### config.mk
export PLATFORM = sky130hd
export DESIGN_NAME = dbg_access_ctrl_flat
export DESIGN_NICKNAME = d
export VERILOG_FILES = /design/src/rtl/dbg_access_ctrl_if.sv /design/src/rtl/dbg_access_ctrl.sv /design/src/flat_wrapper.sv
export SDC_FILE = /design/constraint.sdc
export NUM_CORES = 1
export LEC_CHECK = 0
export ABC_AREA = 1
export BUFFER_PORTS_ARGS = -buffer_cell sky130_fd_sc_hd__buf_4
export CORE_AREA = 5 5 108 100
export CTS_BUF_LIST = sky130_fd_sc_hd__clkbuf_16
export DETAILED_ROUTE_END_ITERATION = 8
export DIE_AREA = 0 0 113 105
export PLACE_DENSITY = 0.86
export SLEW_MARGIN = 20
export SYNTH_ARGS = -nofsm -noshare
export SYNTH_HDL_FRONTEND = slang
export SYNTH_SLANG_ARGS = --single-unit
### constraint.sdc
create_clock -name clk -period 2.4 [get_ports clk]
set_clock_uncertainty 0.2 [all_clocks]
set_input_delay 0.24 -clock clk [delete_from_list [all_inputs] [get_ports clk]]
set_output_delay 0.24 -clock clk [all_outputs]
set_load 0.02 [all_outputs]
### src/rtl/dbg_access_ctrl_if.sv
// Debug bus sharing interface: two burst-read requesters, shared read data,
// and the exclusive debug address/data port toward the DEBUG decoder.
interface dbg_access_ctrl_if;
  localparam int unsigned AW = 32;
  localparam int unsigned DW = 32;
  localparam int unsigned LW = 8;

  logic          a_req;
  logic [AW-1:0] a_addr;
  logic [LW-1:0] a_len;
  logic          a_gnt;
  logic          a_rvalid;
  logic          a_rready;
  logic          a_done;

  logic          b_req;
  logic [AW-1:0] b_addr;
  logic [LW-1:0] b_len;
  logic          b_gnt;
  logic          b_rvalid;
  logic          b_rready;
  logic          b_done;

  logic [DW-1:0] rdata;
  logic          busy;
  logic [AW-1:0] chk_addr;
  logic [DW-1:0] chk_data;

  modport slave (
    input  a_req, a_addr, a_len, a_rready,
    input  b_req, b_addr, b_len, b_rready,
    input  chk_data,
    output a_gnt, a_rvalid, a_done,
    output b_gnt, b_rvalid, b_done,
    output rdata, busy, chk_addr
  );

  modport master (
    output a_req, a_addr, a_len, a_rready,
    output b_req, b_addr, b_len, b_rready,
    output chk_data,
    input  a_gnt, a_rvalid, a_done,
    input  b_gnt, b_rvalid, b_done,
    input  rdata, busy, chk_addr
  );
endinterface

### src/rtl/dbg_access_ctrl.sv
// Round-robin arbiter and burst sequencer that owns the debug address bus and
// returns one captured debug word per valid/ready handshake.
module dbg_access_ctrl #(
  parameter int unsigned RD_LAT = 1
) (
  input  logic               clk,
  input  logic               rstn,
  dbg_access_ctrl_if.slave   bus
);
  localparam int unsigned AW = 32;
  localparam int unsigned DW = 32;
  localparam int unsigned LW = 8;
  localparam int unsigned CW = 4;
  localparam logic [CW-1:0] WAIT_RELOAD = CW'(RD_LAT - 1);

  typedef enum logic [1:0] {ST_IDLE, ST_WAIT, ST_VALID} state_e;

  state_e        state_q, state_d;
  logic          owner_q, owner_d;   // 1: B holds the bus
  logic          last_q, last_d;     // 1: B was granted last
  logic          rvalid_q, rvalid_d;
  logic          done_q, done_d;
  logic [AW-1:0] chk_addr_q, chk_addr_d;
  logic [DW-1:0] rdata_q, rdata_d;
  logic [CW-1:0] wcnt_q, wcnt_d;
  logic [LW-1:0] len_q, len_d;

  logic own_req, own_rdy, pick_b;

  always_ff @(posedge clk) begin
    if (!rstn) begin
      state_q    <= ST_IDLE;
      owner_q    <= 1'b0;
      last_q     <= 1'b1;
      rvalid_q   <= 1'b0;
      done_q     <= 1'b0;
      chk_addr_q <= '0;
      rdata_q    <= '0;
      wcnt_q     <= '0;
      len_q      <= '0;
    end else begin
      state_q    <= state_d;
      owner_q    <= owner_d;
      last_q     <= last_d;
      rvalid_q   <= rvalid_d;
      done_q     <= done_d;
      chk_addr_q <= chk_addr_d;
      rdata_q    <= rdata_d;
      wcnt_q     <= wcnt_d;
      len_q      <= len_d;
    end
  end

  always_comb begin
    state_d    = state_q;
    owner_d    = owner_q;
    last_d     = last_q;
    rvalid_d   = rvalid_q;
    done_d     = 1'b0;
    chk_addr_d = chk_addr_q;
    rdata_d    = rdata_q;
    wcnt_d     = wcnt_q;
    len_d      = len_q;
    own_req    = owner_q ? bus.b_req    : bus.a_req;
    own_rdy    = owner_q ? bus.b_rready : bus.a_rready;
    // On a tie the requester that was not served last wins.
    pick_b     = bus.b_req & (~bus.a_req | ~last_q);

    unique case (state_q)
      ST_IDLE: begin
        if (bus.a_req || bus.b_req) begin
          owner_d    = pick_b;
          last_d     = pick_b;
          chk_addr_d = pick_b ? bus.b_addr : bus.a_addr;
          len_d      = pick_b ? bus.b_len  : bus.a_len;
          wcnt_d     = WAIT_RELOAD;
          state_d    = ST_WAIT;
        end
      end
      ST_WAIT: begin
        if (!own_req) begin
          state_d = ST_IDLE;
        end else if (wcnt_q == '0) begin
          rdata_d  = bus.chk_data;
          rvalid_d = 1'b1;
          state_d  = ST_VALID;
        end else begin
          wcnt_d = wcnt_q - CW'(1);
        end
      end
      ST_VALID: begin
        if (!own_req) begin
          rvalid_d = 1'b0;
          state_d  = ST_IDLE;
        end else if (own_rdy) begin
          rvalid_d = 1'b0;
          if (len_q == '0) begin
            done_d  = 1'b1;
            state_d = ST_IDLE;
          end else begin
            // Only the low half advances so the region select never changes.
            len_d      = len_q - LW'(1);
            chk_addr_d = {chk_addr_q[AW-1:16], chk_addr_q[15:0] + 16'd1};
            wcnt_d     = WAIT_RELOAD;
            state_d    = ST_WAIT;
          end
        end
      end
      default: state_d = ST_IDLE;
    endcase
  end

  assign bus.busy     = (state_q != ST_IDLE);
  assign bus.a_gnt    = bus.busy & ~owner_q;
  assign bus.b_gnt    = bus.busy &  owner_q;
  assign bus.a_rvalid = rvalid_q & ~owner_q;
  assign bus.b_rvalid = rvalid_q &  owner_q;
  assign bus.a_done   = done_q   & ~owner_q;
  assign bus.b_done   = done_q   &  owner_q;
  assign bus.rdata    = rdata_q;
  assign bus.chk_addr = chk_addr_q;
endmodule

### src/flat_wrapper.sv
// flat-port wrapper written by rule: the top's interface ports become plain ports
module dbg_access_ctrl_flat 
#(
  parameter int unsigned RD_LAT = 1
)
  (clk, rstn, bus_a_req, bus_a_addr, bus_a_len, bus_a_rready, bus_b_req, bus_b_addr, bus_b_len, bus_b_rready, bus_chk_data, bus_a_gnt, bus_a_rvalid, bus_a_done, bus_b_gnt, bus_b_rvalid, bus_b_done, bus_rdata, bus_busy, bus_chk_addr);
  dbg_access_ctrl_if bus_i ();
  input  logic clk;
  input  logic rstn;
  input wire logic [$bits(bus_i.a_req)-1:0] bus_a_req;
  input wire logic [$bits(bus_i.a_addr)-1:0] bus_a_addr;
  input wire logic [$bits(bus_i.a_len)-1:0] bus_a_len;
  input wire logic [$bits(bus_i.a_rready)-1:0] bus_a_rready;
  input wire logic [$bits(bus_i.b_req)-1:0] bus_b_req;
  input wire logic [$bits(bus_i.b_addr)-1:0] bus_b_addr;
  input wire logic [$bits(bus_i.b_len)-1:0] bus_b_len;
  input wire logic [$bits(bus_i.b_rready)-1:0] bus_b_rready;
  input wire logic [$bits(bus_i.chk_data)-1:0] bus_chk_data;
  output wire logic [$bits(bus_i.a_gnt)-1:0] bus_a_gnt;
  output wire logic [$bits(bus_i.a_rvalid)-1:0] bus_a_rvalid;
  output wire logic [$bits(bus_i.a_done)-1:0] bus_a_done;
  output wire logic [$bits(bus_i.b_gnt)-1:0] bus_b_gnt;
  output wire logic [$bits(bus_i.b_rvalid)-1:0] bus_b_rvalid;
  output wire logic [$bits(bus_i.b_done)-1:0] bus_b_done;
  output wire logic [$bits(bus_i.rdata)-1:0] bus_rdata;
  output wire logic [$bits(bus_i.busy)-1:0] bus_busy;
  output wire logic [$bits(bus_i.chk_addr)-1:0] bus_chk_addr;
  assign bus_i.a_req = bus_a_req;
  assign bus_i.a_addr = bus_a_addr;
  assign bus_i.a_len = bus_a_len;
  assign bus_i.a_rready = bus_a_rready;
  assign bus_i.b_req = bus_b_req;
  assign bus_i.b_addr = bus_b_addr;
  assign bus_i.b_len = bus_b_len;
  assign bus_i.b_rready = bus_b_rready;
  assign bus_i.chk_data = bus_chk_data;
  assign bus_a_gnt = bus_i.a_gnt;
  assign bus_a_rvalid = bus_i.a_rvalid;
  assign bus_a_done = bus_i.a_done;
  assign bus_b_gnt = bus_i.b_gnt;
  assign bus_b_rvalid = bus_i.b_rvalid;
  assign bus_b_done = bus_i.b_done;
  assign bus_rdata = bus_i.rdata;
  assign bus_busy = bus_i.busy;
  assign bus_chk_addr = bus_i.chk_addr;
  dbg_access_ctrl #(.RD_LAT(RD_LAT)) u_core (.clk(clk), .rstn(rstn), .bus(bus_i));
endmodule
==> key figures <==
Status
  • Status: finished clean

Timing
  • Max Freq: 0.4426 GHz
  • Tightest Pin Transition: 0.5401 ns
  • Tmin final: 2.259 ns
  • Min Hold Slack: 0.01794 ns
  • RSZ-0062 raised after global routing: false
  • Final setup TNS: 0 ns
  • Final WS setup: 0.1405 ns
  • Max-slew violation count: 0
  • Period utilization: 94.15%
  • Max-slew headroom: 63.96%
  • Final Hold Vio Count: 0
  • Final setup fails: 0

CTS
  • Worst-path clk slew: 0.07 ns
  • Max Root-Sink Buffers: 2
  • Number of buffers added for setup after CTS: 0
  • CTS buffer count: 9
  • Clk sinks: 82
  • Root Buffer: clkbuf_16
  • CTS H-tree lvls: 3
  • Worst-skew pair later-pin latency: 0.33 ns
  • TritonCTS clock tree: built

Drt
  • Per-cell routed wire length: between 10 and 15 um
  • Final wirelength: 15340 um
  • DR vias: 5445
  • DRC violations left: 0
  • Post-DRT Antenna Nets: 0
  • Starting DRT DRC Count: 402
  • First-pass iteration count of the detailed router: 5
  • Vias/cell: 5.070

Power
  • Total power: 7.739 mW
  • Seq pwr share: slightly below 30%
  • Combinational share of power: 53.7%
  • Psw: 3.509 mW
  • P_int: 4.230 mW
  • Clock share of power: between 15 and 20%
  • Net Sw Frac: 45.34%
  • PwrDens: roughly 1100 mW/mm^2
  • Largest vdd supply drop: 0.0006773 V
  • Leakage: between 3 and 4 nW

Placement
  • RePlAce Congestion: 0.8305
  • Setup WS pre-CTS: 0.3009 ns
  • PortBufs: approximately 190
  • Detail Placement HPWL: 9704 um

Floorplan
  • I/O pin total: 189
  • Core Area: 0.009487 sq mm
  • Row count: 34
  • Die Footprint: 0.01187 sq mm
  • Die Width: approximately 110 um
  • Initial Util: 46.80%
  • Height of the die: 105 um

Yosys
  • Seq cells post-synth: 82
  • Synth top area share: 36.98%
  • Cell count after synthesis: 708
  • Synth Cell Area: 0.004439 sq mm
  • Synth cell types: 33
  • Sequential element share of the synthesized area: 36.98%
  • Most area-hungry cell type in the Yosys netlist: dfxtp_1
  • Top post-synthesis cells by area: dfxtp_1 37%, nand2_1 15%, nor2_1 14%
  • Yosys warns: 0
  • Synth Net Count: 835
  • Syn avg cell area: 6.270 sq um

Final layout
  • # diodes: 0
  • Synth-to-Final Area Change: 54.17%
  • Layout cells sized above 1: 24.79%
  • Fin nets: 1070
  • Final Util: 72.14%

Global route
  • GR Util met3: 8.092%
  • Met1 Track Usage GR: 29.01%
  • Initial antenna violation count: 0
  • Largest net degree at the start of global routing: between 70 and 80
  • Gr busiest metal: met2
  • Gr ovfl total: 0
  • First-pass GRT wire length: between 20000 and 25000 um
  • Global-route met2 utilization: 42.72%
  • Gr usage total: about a quarter
  • Vias in the first global route: 5298

Setup path
  • Critical path capture point type: register
  • Worst-path cell chain: nand2_1 -> nand2_2 -> inv_4 -> buf_4 -> nand2_1 -> a31oi_1 -> dlygate4sd3_1
  • CP top delay family: buffers and inverters
  • Critical path class: reg2reg
  • CP Launch Type: register
  • Worst path bufs/invs: 3
  • CP peak stage delay: 0.56 ns
  • Critical path fanouts, max: 24
  • Slowest CP cell: dlygate4sd3_1
  • WP data arrival: 2.33 ns
  • Top cell by count, worst path: nand2_1
  • CP required: 2.47 ns

Min path
  • Worst min path class: in2reg

Run
  • Max-cap check violation count: 0
==> power by group through the flow <==
stage	combinational (mW)	clock, mW	sequential [mW]
6_report	4.15	1.32	2.27
5_1_grt	4.61	1.41	2.33
4_1_cts	4.06	1.35	2.25
3_5_place_dp	3.91	0	2.26
3_3_place_gp	3.84	0	2.25
2_1_floorplan	2.20	0	2.68
==> stage by stage <==
stage | cell area [sq um] | cells
6_report | 6844 | 1074
4_1_cts | 6800 | 1073
5_1_grt | 6844 | 1074
3_5_place_dp | 5916 | 997
2_1_floorplan | 4439 | 708
3_3_place_gp | 5916 | 997
==> layer usage <==
metal / part of all wire, % / up-vias
met5: 0 / -
met4: 3.0 / 0
met3: 9.6 / 46
met2: 48 / 252
met1: 40 / 2426
li1: - / 2721
==> cells in the mapped netlist <==
cell      number
o22ai_1        1
o21ai_1        5
xnor2_1        2
or2_2          1
a21oi_2        1
clkbuf_1       7
nor2_2         3
dfxtp_1       82
nand3_2        1
nor3_1         1
buf_6          2
buf_1          3
a31oi_1       19
nor2_4         1
inv_2          6
inv_1         48
buf_2         19
clkinv_1       1
a211oi_1       1
o21ai_0       79
clkbuf_2       1
o211ai_1       1
nand4_1        3
nand3_4        1
xor2_1         2
nand2_1      181
a21oi_1       19
ha_1           9
nand2_2        4
nor2_1       163
buf_4          3
nand3_1       37
o21bai_1       1
==> cell usage in the layout (no fill, tap or decap), types with 2 or more instances in the layout <==
master and count:
clkbuf_16 9, xnor2_1 2, inv_2 5, clkinvlp_4 2, o21ai_0 79, nand2_2 4
nor2_2 4, buf_4 195, inv_6 4, inv_1 48, xor2_1 2, ha_1 7
nand2_1 181, dfxtp_1 82, a31oi_1 19, o21ai_1 5, nand4_1 3, buf_12 2
nor2_1 162, dlygate4sd3_1 61, nand3_1 37, a21oi_1 19
==> path summary, 6_finish.rpt <==
| kind | start | to | slack [ns] | depth (start not counted) |
|---|---|---|---|---|
| hold reg to reg | u_core.len_q[0] | u_core.len_q[0] | 0.27 | 2 |
| setup reg to reg | u_core.last_q | u_core.bus.chk_addr[26] | 0.14 | 7 |
| hold / removal | bus_a_addr[27] | u_core.bus.chk_addr[27] | 0.02 | 3 |
| setup / recovery | u_core.last_q | u_core.bus.chk_addr[26] | 0.14 | 7 |
==> what timing repair did <==
item                       CTS  global route
setup endpoints to repair    0             5
hold endpoints to repair    47             1
hold buffers                60             1
resized for setup            0             9
==> cells by family after synthesis <==
logic type	count (synthesis)	share of synthesized area, %
AND/OR/NAND/NOR	396	35.79
AO/OA/AOI/OAI	127	15.14
buffers and inverters	90	8.765
flip-flops	82	36.98
adder cells (fa/ha/maj)	9	2.537
XOR/XNOR	4	0.7893
==> sequential cells by signal, summed over array words and instances, names as in the netlist <==
name,count
u_core.bus.rdata,32
u_core.bus.chk_addr,32
u_core.last_q,1
u_core.wcnt_q,4
u_core.done_q,1
u_core.state_q,2
u_core.len_q,8
u_core.owner_q,1
u_core.rvalid_q,1
==> tightest hold or removal path, stage by stage <==
cell and delay, ns:
buf_4 0.11, nand2_1 0.06, a31oi_1 0.09
==> final cells by class <==
class	count	area, sq um
Fill cell	761	2643
Inverter	55	209.0
Sequential cell	82	1642
Multi-Input combinational cell	536	2426
Clock inverter	7	58.81
Clock buffer	9	225.2
Timing Repair Buffer	259	2126
Tap cell	126	157.7
(Power assumes the default switching activity.)
